### src/rtl/pipe_hazard_ctrl_if.sv
// Handshake bundle between the hazard sequencer and the pipeline datapath.
// The slave side is the sequencer; the master side is the pipeline/CPU top.
interface pipe_hazard_ctrl_if #(
   parameter int CNT_W = 16
) ();
   logic             start_i;
   logic             ID_EX_MemRead_i;
   logic [4:0]       ID_EX_inst20_16_i;
   logic [4:0]       IF_ID_inst25_21_i;
   logic [4:0]       IF_ID_inst20_16_i;
   logic             branch_taken_i;
   logic             jump_i;
   logic             mem_req_i;
   logic             mem_ack_i;
   logic             PC_write_o;
   logic             IF_ID_write_o;
   logic             IF_ID_flush_o;
   logic             ID_EX_bubble_o;
   logic             pipe_stall_o;
   logic             err_o;
   logic [CNT_W-1:0] stall_cnt_o;
   logic [CNT_W-1:0] flush_cnt_o;

   modport slave (
      input  start_i, ID_EX_MemRead_i, ID_EX_inst20_16_i, IF_ID_inst25_21_i,
             IF_ID_inst20_16_i, branch_taken_i, jump_i, mem_req_i, mem_ack_i,
      output PC_write_o, IF_ID_write_o, IF_ID_flush_o, ID_EX_bubble_o,
             pipe_stall_o, err_o, stall_cnt_o, flush_cnt_o
   );

   modport master (
      output start_i, ID_EX_MemRead_i, ID_EX_inst20_16_i, IF_ID_inst25_21_i,
             IF_ID_inst20_16_i, branch_taken_i, jump_i, mem_req_i, mem_ack_i,
      input  PC_write_o, IF_ID_write_o, IF_ID_flush_o, ID_EX_bubble_o,
             pipe_stall_o, err_o, stall_cnt_o, flush_cnt_o
   );
endinterface

### src/rtl/pipe_hazard_ctrl.sv
// Stall/flush sequencer for the 5-stage MIPS pipeline: load-use bubbles, memory freeze, branch flush.
// Optional performance counters are enabled by defining PIPE_HAZARD_CTRL_PERF_EN.
module pipe_hazard_ctrl #(
   parameter int MEM_TIMEOUT = 16,
   parameter int CNT_W       = 16
) (
   input  logic                clk_i,
   input  logic                rst_i,
   pipe_hazard_ctrl_if.slave   bus
);
   localparam int WAIT_W = $clog2(MEM_TIMEOUT) + 1;

   typedef enum logic [1:0] {S_IDLE, S_RUN, S_MEM_WAIT, S_ERROR} state_t;

   state_t            state_q, state_d;
   logic [WAIT_W-1:0] wait_q, wait_d;
   logic              load_use;
   logic              pc_write;
   logic              if_id_write;
   logic              if_id_flush;
   logic              id_ex_bubble;
   logic              pipe_stall;

   always_comb begin
      state_d      = state_q;
      wait_d       = wait_q;
      pc_write     = 1'b0;
      if_id_write  = 1'b0;
      if_id_flush  = 1'b0;
      id_ex_bubble = 1'b0;
      pipe_stall   = 1'b1;
      load_use     = bus.ID_EX_MemRead_i && (bus.ID_EX_inst20_16_i != 5'd0) &&
                     ((bus.ID_EX_inst20_16_i == bus.IF_ID_inst25_21_i) ||
                      (bus.ID_EX_inst20_16_i == bus.IF_ID_inst20_16_i));
      case (state_q)
         S_IDLE: begin
            if (bus.start_i) state_d = S_RUN;
         end
         S_RUN: begin
            if (bus.mem_req_i && !bus.mem_ack_i) begin
               state_d = S_MEM_WAIT;
               wait_d  = WAIT_W'(1);
            end else if (load_use) begin
               // Branch/jump flush is held off so the stalled instruction is not lost.
               pipe_stall   = 1'b0;
               id_ex_bubble = 1'b1;
            end else begin
               pipe_stall  = 1'b0;
               pc_write    = 1'b1;
               if_id_write = 1'b1;
               if_id_flush = bus.branch_taken_i || bus.jump_i;
            end
         end
         S_MEM_WAIT: begin
            if (bus.mem_ack_i) begin
               pipe_stall = 1'b0;
               state_d    = S_RUN;
            end else if (wait_q == WAIT_W'(MEM_TIMEOUT - 1)) begin
               state_d = S_ERROR;
            end else begin
               wait_d = wait_q + 1'b1;
            end
         end
         default: begin
            state_d = S_ERROR;
         end
      endcase
   end

   always_ff @(posedge clk_i) begin
      if (!rst_i) begin
         state_q <= S_IDLE;
         wait_q  <= '0;
      end else begin
         state_q <= state_d;
         wait_q  <= wait_d;
      end
   end

   assign bus.PC_write_o     = pc_write;
   assign bus.IF_ID_write_o  = if_id_write;
   assign bus.IF_ID_flush_o  = if_id_flush;
   assign bus.ID_EX_bubble_o = id_ex_bubble;
   assign bus.pipe_stall_o   = pipe_stall;
   assign bus.err_o          = (state_q == S_ERROR);

`ifdef PIPE_HAZARD_CTRL_PERF_EN
   logic [CNT_W-1:0] stall_cnt_q, stall_cnt_d;
   logic [CNT_W-1:0] flush_cnt_q, flush_cnt_d;

   // Both counters stick at all-ones rather than wrapping.
   always_comb begin
      stall_cnt_d = stall_cnt_q;
      flush_cnt_d = flush_cnt_q;
      if (((state_q == S_RUN) || (state_q == S_MEM_WAIT)) && !pc_write &&
          (stall_cnt_q != '1))
         stall_cnt_d = stall_cnt_q + 1'b1;
      if (if_id_flush && (flush_cnt_q != '1))
         flush_cnt_d = flush_cnt_q + 1'b1;
   end

   always_ff @(posedge clk_i) begin
      if (!rst_i) begin
         stall_cnt_q <= '0;
         flush_cnt_q <= '0;
      end else begin
         stall_cnt_q <= stall_cnt_d;
         flush_cnt_q <= flush_cnt_d;
      end
   end

   assign bus.stall_cnt_o = stall_cnt_q;
   assign bus.flush_cnt_o = flush_cnt_q;
`else
   assign bus.stall_cnt_o = '0;
   assign bus.flush_cnt_o = '0;
`endif
endmodule

### src/flat_wrapper.sv
// flat-port wrapper written by rule: the top's interface ports become plain ports
module pipe_hazard_ctrl_flat 
#(
   parameter int MEM_TIMEOUT = 16,
   parameter int CNT_W       = 16
)
  (clk_i, rst_i, bus_start_i, bus_ID_EX_MemRead_i, bus_ID_EX_inst20_16_i, bus_IF_ID_inst25_21_i, bus_IF_ID_inst20_16_i, bus_branch_taken_i, bus_jump_i, bus_mem_req_i, bus_mem_ack_i, bus_PC_write_o, bus_IF_ID_write_o, bus_IF_ID_flush_o, bus_ID_EX_bubble_o, bus_pipe_stall_o, bus_err_o, bus_stall_cnt_o, bus_flush_cnt_o);
  pipe_hazard_ctrl_if #(.CNT_W(CNT_W)) bus_i ();
  input  logic clk_i;
  input  logic rst_i;
  input wire logic [$bits(bus_i.start_i)-1:0] bus_start_i;
  input wire logic [$bits(bus_i.ID_EX_MemRead_i)-1:0] bus_ID_EX_MemRead_i;
  input wire logic [$bits(bus_i.ID_EX_inst20_16_i)-1:0] bus_ID_EX_inst20_16_i;
  input wire logic [$bits(bus_i.IF_ID_inst25_21_i)-1:0] bus_IF_ID_inst25_21_i;
  input wire logic [$bits(bus_i.IF_ID_inst20_16_i)-1:0] bus_IF_ID_inst20_16_i;
  input wire logic [$bits(bus_i.branch_taken_i)-1:0] bus_branch_taken_i;
  input wire logic [$bits(bus_i.jump_i)-1:0] bus_jump_i;
  input wire logic [$bits(bus_i.mem_req_i)-1:0] bus_mem_req_i;
  input wire logic [$bits(bus_i.mem_ack_i)-1:0] bus_mem_ack_i;
  output wire logic [$bits(bus_i.PC_write_o)-1:0] bus_PC_write_o;
  output wire logic [$bits(bus_i.IF_ID_write_o)-1:0] bus_IF_ID_write_o;
  output wire logic [$bits(bus_i.IF_ID_flush_o)-1:0] bus_IF_ID_flush_o;
  output wire logic [$bits(bus_i.ID_EX_bubble_o)-1:0] bus_ID_EX_bubble_o;
  output wire logic [$bits(bus_i.pipe_stall_o)-1:0] bus_pipe_stall_o;
  output wire logic [$bits(bus_i.err_o)-1:0] bus_err_o;
  output wire logic [$bits(bus_i.stall_cnt_o)-1:0] bus_stall_cnt_o;
  output wire logic [$bits(bus_i.flush_cnt_o)-1:0] bus_flush_cnt_o;
  assign bus_i.start_i = bus_start_i;
  assign bus_i.ID_EX_MemRead_i = bus_ID_EX_MemRead_i;
  assign bus_i.ID_EX_inst20_16_i = bus_ID_EX_inst20_16_i;
  assign bus_i.IF_ID_inst25_21_i = bus_IF_ID_inst25_21_i;
  assign bus_i.IF_ID_inst20_16_i = bus_IF_ID_inst20_16_i;
  assign bus_i.branch_taken_i = bus_branch_taken_i;
  assign bus_i.jump_i = bus_jump_i;
  assign bus_i.mem_req_i = bus_mem_req_i;
  assign bus_i.mem_ack_i = bus_mem_ack_i;
  assign bus_PC_write_o = bus_i.PC_write_o;
  assign bus_IF_ID_write_o = bus_i.IF_ID_write_o;
  assign bus_IF_ID_flush_o = bus_i.IF_ID_flush_o;
  assign bus_ID_EX_bubble_o = bus_i.ID_EX_bubble_o;
  assign bus_pipe_stall_o = bus_i.pipe_stall_o;
  assign bus_err_o = bus_i.err_o;
  assign bus_stall_cnt_o = bus_i.stall_cnt_o;
  assign bus_flush_cnt_o = bus_i.flush_cnt_o;
  pipe_hazard_ctrl #(.MEM_TIMEOUT(MEM_TIMEOUT), .CNT_W(CNT_W)) u_core (.clk_i(clk_i), .rst_i(rst_i), .bus(bus_i));
endmodule
### config.mk
export PLATFORM = sky130hd
export DESIGN_NAME = pipe_hazard_ctrl_flat
export DESIGN_NICKNAME = d
export VERILOG_FILES = /design/src/rtl/pipe_hazard_ctrl_if.sv /design/src/rtl/pipe_hazard_ctrl.sv /design/src/flat_wrapper.sv
export SDC_FILE = /design/constraint.sdc
export NUM_CORES = 1
export LEC_CHECK = 0
export BUFFER_PORTS_ARGS = -buffer_cell sky130_fd_sc_hd__buf_4
export CAP_MARGIN = 40
export CORE_MARGIN = 3
export CORE_UTILIZATION = 44
export DETAILED_ROUTE_END_ITERATION = 12
export PLACE_DENSITY = 0.83
export SLEW_MARGIN = 20
export SYNTH_ARGS = -nofsm -noshare
export SYNTH_HDL_FRONTEND = slang
export SYNTH_SLANG_ARGS = --single-unit
### constraint.sdc
create_clock -name clk_i -period 3.5 [get_ports clk_i]
set_input_delay 0.875 -clock clk_i [delete_from_list [all_inputs] [get_ports clk_i]]
set_output_delay 0.875 -clock clk_i [all_outputs]
set_load 0.03 [all_outputs]
==> results.json, run 1 <==
{
  "status": "finished clean",
  "cts.sinks": 7,
  "yosysWarnings": 0,
  "vias": 725,
  "cp_common_cell": "buf_4",
  "num_rows": 15,
  "worst_pin_slew_ns": 0.554,
  "rsz0062_at_grt": "no",
  "grt_max_degree": 12,
  "nFillCells": 175,
  "cp_max_fo": 3,
  "p_per_area_mw_per_mm2": 486,
  "drc": 0,
  "grt_pass1_wl_mm": 2.77,
  "crit_family": "simple AND/OR/NAND/NOR gates",
  "synth_edf_count": 0,
  "tns_ns": 0,
  "post_cts_buffers": 0,
  "cts_buffers": 3,
  "dp_slack_ns": 0.480,
  "cp_slowest_cell": "or4_1",
  "syn_to_final_growth_pct": 14.0,
  "fmax_mhz": 331,
  "ys_seq_area_frac": 0.157,
  "synth_area_per_cell_sq_um": 8.11,
  "htree_levels": 1,
  "core-area_sq_mm": 0.00182,
  "crit_buf_inv": 2,
  "routed_wl_mm": 1.71,
  "synth-async-reset-ratio": 0,
  "vias_per_cell": 4.42,
  "grt_remaining_overflow": 0,
  "synth_area_sq_um": 892,
  "clkSlewWorstSetupHoldPaths_ns": 0.05,
  "setup_viol": 0,
  "tritoncts": "yes",
  "drtPass1Iterations": 4,
  "layout_setup_ws_ns": 0.480,
  "port_buffers": 28,
  "synth-seq-cells": 7,
  "antenna_left": 0,
  "place_congestion": 0.708,
  "post-route-period-util": 0.863,
  "hold_path.class": "reg2reg",
  "drtIter0Drc": 14,
  "wl_per_cell_um": 10.4,
  "cap_violations": 0,
  "crit_required_ns": 2.62,
  "hold_viol": 0,
  "die_h_um": 51.0,
  "crit_chain": "buf_4 > or4_1 > o21a_1 > a211oi_1 > buf_4",
  "reg2reg_slack_ns": 1.50,
  "finalClockSkew_ns": 0.00378,
  "track_usage": 0.136,
  "antenna_found_initial": 0,
  "synth.distinct_cells": 29,
  "die_w_um": 51.0,
  "worstPathArrival_ns": 2.15,
  "min_period_ns": 3.02,
  "holdBufCountCts": 0,
  "slew_headroom": 0.631,
  "path_class": "in2out",
  "leakage_nw": 0.511,
  "startpoint_type": "primary input",
  "n_antenna_cell": 0,
  "nets": 170,
  "netlist_instances": 110,
  "cpPeakStageDelay_ns": 0.52,
  "drive_gt1_frac": 0.230,
  "die-area_sq_mm": 0.00260,
  "dpl.hpwl_mm": 1.47,
  "io_pins": 61,
  "slew_viol_final": 0,
  "grt_pass1_vias": 720,
  "start_util": 0.490,
  "end_kind": "output port",
  "cts_root_buf": "clkbuf_4",
  "clk_latency_ns": 0.25,
  "ir_drop_v": 0.000342,
  "synth_ff_type": "dfxtp_1",
  "cts_max_path_buffers": 2,
  "cts_resized": 0
}
## registers in the layout, summed over array words and instances (netlist names)
| register | cells |
|---|---|
| u_core.state_q | 2 |
| u_core.wait_q | 5 |
## power by group
group	internal [W]	leakage [nW]	switching [W]
registers	0.0000938	0.0571	0.0000161
logic	0.000112	0.439	0.000198
clock network	0.0000436	0.0150	0.0000309
total	0.000250	0.511	0.000245
## worst min-delay path, delay by kind of cell, from the launching register on
kind,cells,cell delay (ns)
AO/OA/AOI/OAI,1,0.05
flip-flops,1,0.31
AND/OR/NAND/NOR,1,0.06
## per-stage QoR
stage	instances	util	cell area, sq um	hold WS [ns]	power (W)
5_1_grt	164	0.559	1020	0.504	0.000531
6_report	164	0.559	1020	0.469	0.000495
3_3_place_gp	160	0.544	991	0.456	0.000413
4_1_cts	164	0.559	1020	0.471	0.000499
3_5_place_dp	160	0.544	991	0.461	0.000422
2_1_floorplan	141	-	1010	0.446	0.000376
## layout make-up
type	instances	area, sq um	area share
Sequential cell	7	140	0.138
Multi-Input combinational cell	94	587	0.577
Clock buffer	4	26.3	0.0258
Tap cell	25	31.3	0.0308
Inverter	6	22.5	0.0221
Timing Repair Buffer	28	210	0.207
## cells in the mapped netlist (all sizes together), types with 3 or more instances
| library cell | n | area (sq um) |
|---|---|---|
| buf | 34 | 259 |
| xnor2 | 10 | 87.6 |
| dfxtp | 7 | 140 |
| ha | 7 | 87.6 |
| nor2 | 7 | 26.3 |
| inv | 6 | 22.5 |
| nand2 | 4 | 15.0 |
| a211oi | 3 | 22.5 |
| a21oi | 3 | 15.0 |
| and3 | 3 | 18.8 |
| nand3 | 3 | 15.0 |
| o21a | 3 | 22.5 |
## final timing paths
check,start,to,cells past startpoint
max reg2reg,u_core.wait_q[0],u_core.wait_q[2],6
min,u_core.wait_q[4],u_core.wait_q[4],2
max,bus_ID_EX_inst20_16_i[1],bus_IF_ID_flush_o,5
min reg2reg,u_core.wait_q[4],u_core.wait_q[4],2
## routing by layer
layer  up-vias  GRT usage  part of all wire
met4         0     0.0538             0.018
met3         5     0.0408              0.15
met1       316      0.124              0.34
met2        44      0.273              0.50
li1        360          -                 -
met5         -          0                 0
## kinds of logic after synthesis
logic type,after synthesis,share of synthesized area
compound gates,15,0.139
xor+xnor,10,0.0982
fa+ha+maj,7,0.0982
buf+inv,40,0.316
flops,7,0.157
mux,1,0.0112
other cells,1,0.00420
simple gates,29,0.177
## cells in the final DEF (no fill, tap or decap), types with 2 or more instances in the layout
cell | synthesis | layout
conb_1 | 1 | 32
buf_4 | 33 | 28
xnor2_1 | 10 | 10
nor2_1 | 7 | 7
ha_1 | 7 | 7
dfxtp_1 | 7 | 7
inv_1 | 6 | 6
nand2_1 | 4 | 4
a21oi_1 | 3 | 3
and3_1 | 3 | 3
o21a_1 | 3 | 3
nand3_1 | 3 | 3
a211oi_1 | 3 | 3
clkbuf_4 | 0 | 3
nand2b_1 | 2 | 2
nor2b_1 | 2 | 2
nor3_1 | 2 | 2
a21boi_1 | 2 | 2
Power figures use the tool's default switching activity.
==> inputs of run 2 (changes only) <==
Settings changed: CORE_UTILIZATION 44 to 41, PLACE_DENSITY 0.83 to 0.78.
Clock period 3.5 ns to 2.9 ns, I/O delays scaled along.
==> results.json, run 2 (synthesis results as in run 1) <==
{
  "cts_max_path_buffers": 2,
  "startpoint_type": "primary input",
  "status": "finished clean",
  "die-area_sq_mm": 0.00277,
  "nets": 170,
  "drtIter0Drc": 10,
  "largest_reg_flops": 5,
  "wl_per_cell_um": 9.81,
  "num_rows": 16,
  "worst_pin_slew_ns": 0.567,
  "cts.sinks": 7,
  "tritoncts": "yes",
  "total_power_w": 0.000604,
  "clk_latency_ns": 0.25,
  "largest_register": "u_core.wait_q",
  "drc": 0,
  "slew_viol_final": 0,
  "core-area_sq_mm": 0.00200,
  "post-route-period-util": 0.934,
  "die_w_um": 52.6,
  "grt_remaining_overflow": 0,
  "finalClockSkew_ns": 0.00190,
  "cts_root_buf": "clkbuf_4",
  "cap_violations": 0,
  "post_cts_buffers": 0,
  "hold_viol": 0,
  "r2r-start": "u_core.wait_q[0]",
  "clkSlewWorstSetupHoldPaths_ns": 0.05,
  "vias": 721,
  "startpoint": "bus_ID_EX_inst20_16_i[1]",
  "slew_headroom": 0.622,
  "crit_required_ns": 2.17,
  "die_h_um": 52.6,
  "hold_start": "u_core.wait_q[4]",
  "largestRegisters": "u_core.wait_q: 5 flops, u_core.state_q: 2 flops",
  "drive_gt1_frac": 0.245,
  "cp_max_fo": 3,
  "setup_viol": 0,
  "leakage_nw": 0.511,
  "n_antenna_cell": 0,
  "hold_path.class": "reg2reg",
  "routed_wl_mm": 1.63,
  "end_kind": "output port",
  "hold_slack_ns": 0.475,
  "syn_to_final_growth_pct": 15.3,
  "fmax_mhz": 369,
  "grt_max_degree": 12,
  "finalNonFillerCells": 166,
  "rsz0062_at_grt": "no",
  "dpl_cell_area_sq_mm": 0.00100,
  "ir_drop_v": 0.000345,
  "antenna_left": 0,
  "grt_pass1_vias": 599,
  "drtPass1Iterations": 4,
  "cts_resized": 0,
  "worstPathArrival_ns": 1.98,
  "htree_levels": 1,
  "holdBufCountCts": 0,
  "cts_buffers": 3,
  "grt_pass1_wl_mm": 2.24,
  "tns_ns": 0,
  "io_pins": 61,
  "place_congestion": 0.709,
  "start_util": 0.446,
  "final_cell_mix": "32 x conb_1, 28 x buf_4, 10 x xnor2_1",
  "vias_per_cell": 4.34,
  "port_buffers": 28,
  "final_common_cell": "conb_1",
  "stdcell_area_sq_mm": 0.00103,
  "dp_cells": 162,
  "path_class": "in2out",
  "dpl.hpwl_mm": 1.40,
  "track_usage": 0.109,
  "antenna_found_initial": 0,
  "min_period_ns": 2.71,
  "p_per_area_mw_per_mm2": 587
}
run 2: cell counts in the layout (fill, tap and decap cells not counted):
Identical to the previous run, type by type.
run 2: final timing paths:
| check | to | slack, ns | cells after the start |
|---|---|---|---|
| worst max-delay path | bus_IF_ID_flush_o | 0.19 | 5 |
| worst min-delay path | u_core.wait_q[4] | 0.47 | 2 |
| worst max register to register | u_core.wait_q[2] | 0.93 | 6 |
| worst min register to register | u_core.wait_q[4] | 0.47 | 2 |
run 2: cell type report:
type	instances	area, sq um
Clock buffer	4	26.3
Tap cell	27	33.8
Fill cell	208	973
Timing Repair Buffer	28	210
Multi-Input combinational cell	94	596
Sequential cell	7	140
Inverter	6	22.5
run 2: critical path, stage by stage:
cell and delay [ns]:
buf_4 0.12, or4_1 0.53, o21a_1 0.22, a211oi_2 0.19, buf_4 0.19
run 2: stage by stage:
stage	util	worst slack, ns
final	0.514	0.192
after CTS	0.514	0.180
after floorplan	-	0.136
after global placement	0.501	0.215
after detailed placement	0.501	0.179
after global routing	0.514	0.140
run 2: power breakdown:
| part | switching [W] | internal [W] | leakage, nW |
|---|---|---|---|
| Clock | 0.0000374 | 0.0000526 | 0.0150 |
| Sequential | 0.0000180 | 0.000113 | 0.0571 |
| Combinational | 0.000244 | 0.000139 | 0.439 |
| Total | 0.000299 | 0.000305 | 0.511 |
run 2: per-layer routing:
layer  up-vias  wire length [um]  GRT usage
met1       314               550      0.102
met4         0                28     0.0766
met3         3               240     0.0256
li1        360                 -          -
met2        44               809      0.202
met5         -                 0          0
